--- src/rtl/uart_rx_packet.sv ---
// Packet framer behind a UART receiver: decodes SYNC, LEN, payload, CHK frames
// into a held buffer with a valid/ack release, plus error and overrun pulses.
module uart_rx_packet #(
   parameter int         MAX_LEN      = 16,
   parameter logic [7:0] SYNC_BYTE    = 8'hA5,
   parameter int         TIMEOUT_CLKS = 2000
) (
   input  logic       i_Clock,
   input  logic       i_Rst_n,
   input  logic       i_Rx_DV,
   input  logic [7:0] i_Rx_Byte,
   input  logic       i_Pkt_Ack,
   input  logic [7:0] i_Rd_Addr,
   output logic       o_Pkt_Valid,
   output logic [7:0] o_Pkt_Len,
   output logic [7:0] o_Rd_Data,
   output logic       o_Err,
   output logic [1:0] o_Err_Code,
   output logic       o_Overrun
);

   localparam int          AW        = (MAX_LEN > 1) ? $clog2(MAX_LEN) : 1;
   localparam int          DEPTH     = 1 << AW;
   localparam logic [15:0] TOUT_LAST = 16'(TIMEOUT_CLKS - 1);
   localparam logic [7:0]  MAX_LEN_B = 8'(MAX_LEN);

   typedef enum logic [2:0] {S_IDLE, S_LEN, S_PAYLOAD, S_CHK, S_HOLD} state_t;

   state_t      r_State;
   state_t      w_Next;
   logic [7:0]  r_Len;
   logic [7:0]  r_Sum;
   logic [7:0]  r_Idx;
   logic [15:0] r_Cnt;
   logic [7:0]  r_Buf [0:DEPTH-1];

   logic        w_Timed;
   logic        w_Tout;
   logic        w_Len_Ok;
   logic        w_Pay_We;
   logic        w_Chk_Ok;
   logic        w_Err;
   logic [1:0]  w_Err_Code;
   logic        w_Ovr;

   assign w_Timed = (r_State == S_LEN) || (r_State == S_PAYLOAD) || (r_State == S_CHK);
   assign w_Tout  = w_Timed && !i_Rx_DV && (r_Cnt == TOUT_LAST);

   // Handshake: o_Pkt_Valid is high from the edge after a matching CHK byte until
   // i_Pkt_Ack is sampled; a byte arriving with the ack is decoded as an IDLE byte.
   always_comb begin
      w_Next     = r_State;
      w_Len_Ok   = 1'b0;
      w_Pay_We   = 1'b0;
      w_Chk_Ok   = 1'b0;
      w_Err      = 1'b0;
      w_Err_Code = o_Err_Code;
      w_Ovr      = 1'b0;
      case (r_State)
         S_IDLE: begin
            if (i_Rx_DV && (i_Rx_Byte == SYNC_BYTE)) w_Next = S_LEN;
         end
         S_LEN: begin
            if (i_Rx_DV) begin
               if ((i_Rx_Byte == 8'd0) || (i_Rx_Byte > MAX_LEN_B)) begin
                  w_Err      = 1'b1;
                  w_Err_Code = 2'b01;
                  w_Next     = S_IDLE;
               end else begin
                  w_Len_Ok = 1'b1;
                  w_Next   = S_PAYLOAD;
               end
            end
         end
         S_PAYLOAD: begin
            if (i_Rx_DV) begin
               w_Pay_We = 1'b1;
               if (r_Idx == (r_Len - 8'd1)) w_Next = S_CHK;
            end
         end
         S_CHK: begin
            if (i_Rx_DV) begin
               if (i_Rx_Byte == r_Sum) begin
                  w_Chk_Ok = 1'b1;
                  w_Next   = S_HOLD;
               end else begin
                  w_Err      = 1'b1;
                  w_Err_Code = 2'b10;
                  w_Next     = S_IDLE;
               end
            end
         end
         S_HOLD: begin
            if (i_Pkt_Ack) begin
               w_Next = (i_Rx_DV && (i_Rx_Byte == SYNC_BYTE)) ? S_LEN : S_IDLE;
            end else if (i_Rx_DV) begin
               w_Ovr = 1'b1;
            end
         end
         default: w_Next = S_IDLE;
      endcase
      if (w_Tout) begin
         w_Err      = 1'b1;
         w_Err_Code = 2'b11;
         w_Next     = S_IDLE;
      end
   end

   always_ff @(posedge i_Clock or negedge i_Rst_n) begin
      if (!i_Rst_n) r_State <= S_IDLE;
      else          r_State <= w_Next;
   end

   always_ff @(posedge i_Clock or negedge i_Rst_n) begin
      if (!i_Rst_n) begin
         r_Len      <= 8'd0;
         r_Sum      <= 8'd0;
         r_Idx      <= 8'd0;
         r_Cnt      <= 16'd0;
         o_Pkt_Len  <= 8'd0;
         o_Rd_Data  <= 8'd0;
         o_Err      <= 1'b0;
         o_Err_Code <= 2'b00;
         o_Overrun  <= 1'b0;
      end else begin
         // Idle counter restarts on any byte and on every state change.
         if (!w_Timed || i_Rx_DV || (w_Next != r_State)) r_Cnt <= 16'd0;
         else                                            r_Cnt <= r_Cnt + 16'd1;
         if (w_Len_Ok) begin
            r_Len <= i_Rx_Byte;
            r_Sum <= i_Rx_Byte;
            r_Idx <= 8'd0;
         end
         if (w_Pay_We) begin
            r_Sum <= r_Sum + i_Rx_Byte;
            r_Idx <= r_Idx + 8'd1;
         end
         if (w_Chk_Ok) o_Pkt_Len <= r_Len;
         o_Err      <= w_Err;
         o_Err_Code <= w_Err_Code;
         o_Overrun  <= w_Ovr;
         o_Rd_Data  <= (i_Rd_Addr < o_Pkt_Len) ? r_Buf[i_Rd_Addr[AW-1:0]] : 8'h00;
      end
   end

   always_ff @(posedge i_Clock) begin
      if (w_Pay_We) r_Buf[r_Idx[AW-1:0]] <= i_Rx_Byte;
   end

   assign o_Pkt_Valid = (r_State == S_HOLD);

endmodule

--- config.mk ---
export PLATFORM = sky130hd
export DESIGN_NAME = uart_rx_packet
export DESIGN_NICKNAME = d
export VERILOG_FILES = /design/src/rtl/uart_rx_packet.sv
export SDC_FILE = /design/constraint.sdc
export NUM_CORES = 1
export LEC_CHECK = 0
export ABC_AREA = 1
export BUFFER_PORTS_ARGS = -buffer_cell sky130_fd_sc_hd__clkbuf_2
export CORE_UTILIZATION = 60
export CTS_CLUSTER_SIZE = 28
export DETAILED_ROUTE_END_ITERATION = 10
export PLACE_DENSITY_LB_ADDON = 0.25
export SKIP_CTS_REPAIR_TIMING = 1
export SLEW_MARGIN = 30
export SYNTH_ARGS = -nofsm -noshare
export SYNTH_HDL_FRONTEND = slang
export SYNTH_SLANG_ARGS = --single-unit
export TNS_END_PERCENT = 30
--- constraint.sdc ---
create_clock -name i_Clock -period 5.98 [get_ports i_Clock]
set_input_delay 0.598 -clock i_Clock [delete_from_list [all_inputs] [get_ports i_Clock]]
set_output_delay 0.598 -clock i_Clock [all_outputs]
set_load 0.05 [all_outputs]
# Word-level counts from Yosys, hierarchy flattened
# Memories as Yosys holds them, arrays and structs flattened.
# Cells that the tools add are included.
# classes
addsub	4
n_lt_le_gt_ge	2
n_eq_ne	13
muxes	41
n_reduce_logical	15
# ops
op	count
$mux 8	5
$mux 3	8
$mux 1	18
$add 16x1->16 const B	1
$eq 16x11->1 const B	1
$eq 8x8->1	2
$mux 16	1
$pmux 3 s5	1
$mux 2	6
$ne 3x3->1 const B	3
$add 8x1->8 const B	1
$add 8x8->8	1
$eq 8x8->1 const B	1
$gt 8x5->1 const B	1
$logic_not 8->1	1
$lt 8x8->1	1
$sub 8x1->8 const B	1
$eq 3x2->1 const B	2
$logic_or 1x1->1	5
$reduce_and 5->1	1
$pmux 2 s2	1
$eq 3x1->1 const B	1
$eq 3x3->1 const B	1
$logic_and 1x1->1	3
other kinds (7)	8
# word_totals
register_bits	63
mem_bits_rw	128
in_bits	20
out_inout_bits	21
elab_cells	86
n_memories	1
# memory_table
memory	depth	width	rd	rd_clocked_by_memory_dff	wr	line	rtl
r_Buf	16	8	1	0	1	35	logic [7:0] r_Buf [0:DEPTH-1];

# Logic depth before layout (Yosys ltp)
# logic_depth
word_depth	9
mapped_depth	17

# Worst setup path before layout
# No wires, ideal clock.
# synth_path
kind	reg2out
startpoint	register r_State[1]
endpoint	output o_Pkt_Valid
t_arrival_ps	1498
required_ps	5382
setup_slack_ps	3884
path_stages_with_launch	2
path_buffers	0
path_cell_list	dfrtp_1 > nor3_1
# synth_between
elab_chain_len	1
# synth_lines
item	line	rtl
start, declared	29	state_t r_State;
start signal, assigned	111	else r_State <= w_Next;
$eq 3x3->1	150	assign o_Pkt_Valid = (r_State == S_HOLD);
end, declared	14	output logic o_Pkt_Valid,
# Every way passes these cells.

# Final worst setup path
# layout_path
startpoint	input i_Rd_Addr[0]
endpoint	register o_Rd_Data[1]
# layout_between
elab_chain_len	2
# layout_lines
item	line	rtl
start, declared	13	input logic [7:0] i_Rd_Addr,
$lt 8x8->1 or $mem_v2 16x8 (tied branches)	n/a	
$mux 8 (*)	142	o_Rd_Data <= (i_Rd_Addr < o_Pkt_Len) ? r_Buf[i_Rd_Addr[AW-1:0]] : 8'h00;
end signal, assigned	142	
end, declared	16	output logic [7:0] o_Rd_Data,
# Mark *: on every way between the ends. The rest lies on a longest branch, timed or not.
# A chain may end at the register's enable or synchronous reset.

==> summary.md <==
| Metric | Value |
|---|---|
| Routed WL | 19600 um |
| HP Class | in2async |
| EDFF count, synth | 128 |
| Die area | 14800 um^2 |
| Seq/Total Area, Yosys | 63.3% |
| Asr flop ratio synth | 33.0% |
| Final Cycle Share | 48.9% |
| Worst-margin pin slew | 854 ps |
| Maximum root-to-sink buffer count | 2 |
| R2r setup slk | 3380 ps |
| Via-to-Cell Ratio | 5.88 |
| Largest net degree at the start of global routing | 66 |
| RSZ-0062 raised after global routing | false |
| Worst EP required | 6250 ps |
| Share of the synthesized area in the top cell type | 44.9% |
| MaxCap Viol Count | 0 |
| CP Max Fanout | 65 |
| Slowest CP cell | o21ai_1 |
| RR Endpoint | r_Buf[8][7] |
| WP data arrival | 3200 ps |
| Share of cells above drive strength 1 | 11.4% |
| Die height | 121 um |
| Post-Route Utilization | 68.8% |
| Yosys top cell by area | edfxtp_1 |
| Total GRT Usage | 28.9% |
| # port buffers | 40 |
| Layout Skew | 6.23 ps |
| DRT Pass-1 Iters | 7 |
| Starting Density | 61.7% |
| Post-DP HPWL | 12700 um |
| Design area | 9550 um^2 |
| Power Total | 2.99 mW |
| Synthesized area | 8560 um^2 |
| Die Wd | 121 um |
| Wire per inst | 18.3 um |
| Synth Flop Type | edfxtp_1 |
| Final hold vios | 0 |
| Dominant cells by area after synthesis | edfxtp_1 (45%), dfrtp_1 (18%), nand2_1 (6.9%) |
| Clk slew on worst S/H paths | 70 ps |
| Grt total ovfl | 0 |
| Via Count | 6284 |
| Yosys warns | 0 |
| Area after DPL | 8900 um^2 |
| Number of top-level pins | 41 |
| Most frequent CP cell | buf_4 |
| Fill cells | 1025 |
| Skew-Pair Late Insertion Delay | 420 ps |
| Fmax | 342 MHz |
| Initial antenna violation count | 0 |
| Clock Sink Count | 191 |
| Setup Viol. Count Final | 0 |
| Crit. End Element | flop |
| Final Max Tran Viols | 0 |
| Hold Slack | 208 ps |
| Total CTS buffers | 17 |
| RR Startpoint | r_State[1] |
| Setup_tns | 0 ps |
| Row Count | 43 |
| Tmin final | 2920 ps |
| ANT cells | 0 |
| Post-DRT Antenna Nets | 0 |
| Syn_nets | 880 |
| Syn Area/Cell | 10.2 um^2 |
| Synthesized flop and latch total | 191 |
| Startpoint types | input pin |
| Detailed Route Iter0 Violations | 787 |
| Worst VDD drop | 0.206 mV |
| Vias in the first global route | 6179 |
| Root Buffer | clkbuf_16 |
| Largest stage delay, worst path | 550 ps |
| CTS tree | yes |
| Leak | 3.86 nW |
| Critical path, cell by cell | clkbuf_2, buf_4, inv_1, buf_4, nand2_1, a21oi_1, o21ai_0, a31oi_1, o21ai_1, nor2_1 |
| RePlAce Congestion | 0.973 |
| Worst relative slew slack | 42.8% |
| Most numerous cell in the Yosys netlist | nand2_1 |
| PwrDens | 313 nW/um^2 |
| Drt drc | 0 |
| Area Overhead vs Synth | 11.5% |
| Outcome | completed |
| Yosys cell types | 38 |
| Synth Instances | 839 |
| Worst R2R Path Depth | 6 |
| Core ar. | 13900 um^2 |
| Synth top cells by count | nand2_1 (158), nor2_1 (130), edfxtp_1 (128) |
| Final-stage net count | 916 |
| CTS H-Tree Depth | 4 |
| First-pass GRT wire length | 32000 um |
| Setup CP Type | in2reg |
-- sequential cells by signal, indices dropped and copies added (netlist names), 3 cells and up --
register / flops
o_Rd_Data: 8
r_Len: 8
o_Pkt_Len: 8
r_Cnt: 16
r_Buf: 128
r_Sum: 8
r_State: 3
r_Idx: 8
-- how the worst max path moves through the flow --
stage	start	endpoint	cells after the start
after floorplan	r_State[1]	o_Pkt_Valid	1
final	i_Rd_Addr[0]	o_Rd_Data[1]	10
after global placement	i_Rd_Addr[0]	o_Rd_Data[5]	10
after CTS	i_Rd_Addr[0]	o_Rd_Data[7]	10
after global routing	i_Rd_Addr[0]	o_Rd_Data[7]	10
after detailed placement	i_Rd_Addr[0]	o_Rd_Data[7]	10
-- per-stage QoR --
stage / instances / setup WS [ps]
3_5_place_dp: 1035 / 2700
5_1_grt: 1068 / 2830
6_report: 1068 / 3060
3_3_place_gp: 1035 / 2860
2_1_floorplan: 839 / 3880
4_1_cts: 1067 / 3120
-- routing by layer --
metal	vias up	GRT usage, %	share of wire (%)
met3	38	4.89	6.5
met1	3026	39.3	42
met2	283	46.2	49
met4	0	12.3	2.7
met5	-	0	0
li1	2937	-	-
-- report_power, final --
group	switching [mW]	leakage (nW)	internal, mW
clock network	0.460	0.304	0.722
logic	0.225	1.59	0.103
registers	0.0305	1.97	1.45
-- worst max-delay path, delay by kind of cell --
family	cells	cell delay, ps
simple gates	2	240
buf+inv	4	1480
compound gates	4	840
-- layout by cell type (no fill, tap or decap), types with 3 or more instances in the layout --
cell / n
a32o_1: 5
clkinv_2: 3
dfrtp_1: 63
nor2_2: 12
clkbuf_16: 17
a31oi_1: 4
xor2_1: 10
inv_1: 61
clkbuf_2: 40
o21ai_0: 72
ha_1: 20
o22ai_1: 26
nand4_1: 4
o211ai_1: 6
a21oi_1: 16
nand2_1: 158
nand3_1: 39
clkbuf_1: 3
o21ai_1: 9
xnor2_1: 6
bufinv_16: 4
edfxtp_1: 128
buf_4: 4
inv_2: 9
o221ai_1: 4
nor2_1: 130
nor3_1: 12
-- cell families (layout without fill, tap and decap cells) --
logic type,count (synthesis),count (layout),share of synthesized area [%]
xor+xnor,16,16,1.64
fa+ha+maj,21,21,3.16
buf+inv,100,149,4.53
compound gates,148,148,9.94
simple gates,363,363,17.4
flops,191,191,63.3
-- area by class of cell --
| cell class | count | area, um^2 | area share [%] |
|---|---|---|---|
| Multi-Input combinational cell | 548 | 2760 | 28.9 |
| Tap cell | 180 | 225 | 2.36 |
| Inverter | 72 | 270 | 2.83 |
| Clock inverter | 10 | 160 | 1.68 |
| Timing Repair Buffer | 45 | 250 | 2.62 |
| Sequential cell | 191 | 5420 | 56.8 |
| Clock buffer | 22 | 464 | 4.86 |
(Power assumes the default switching activity.)
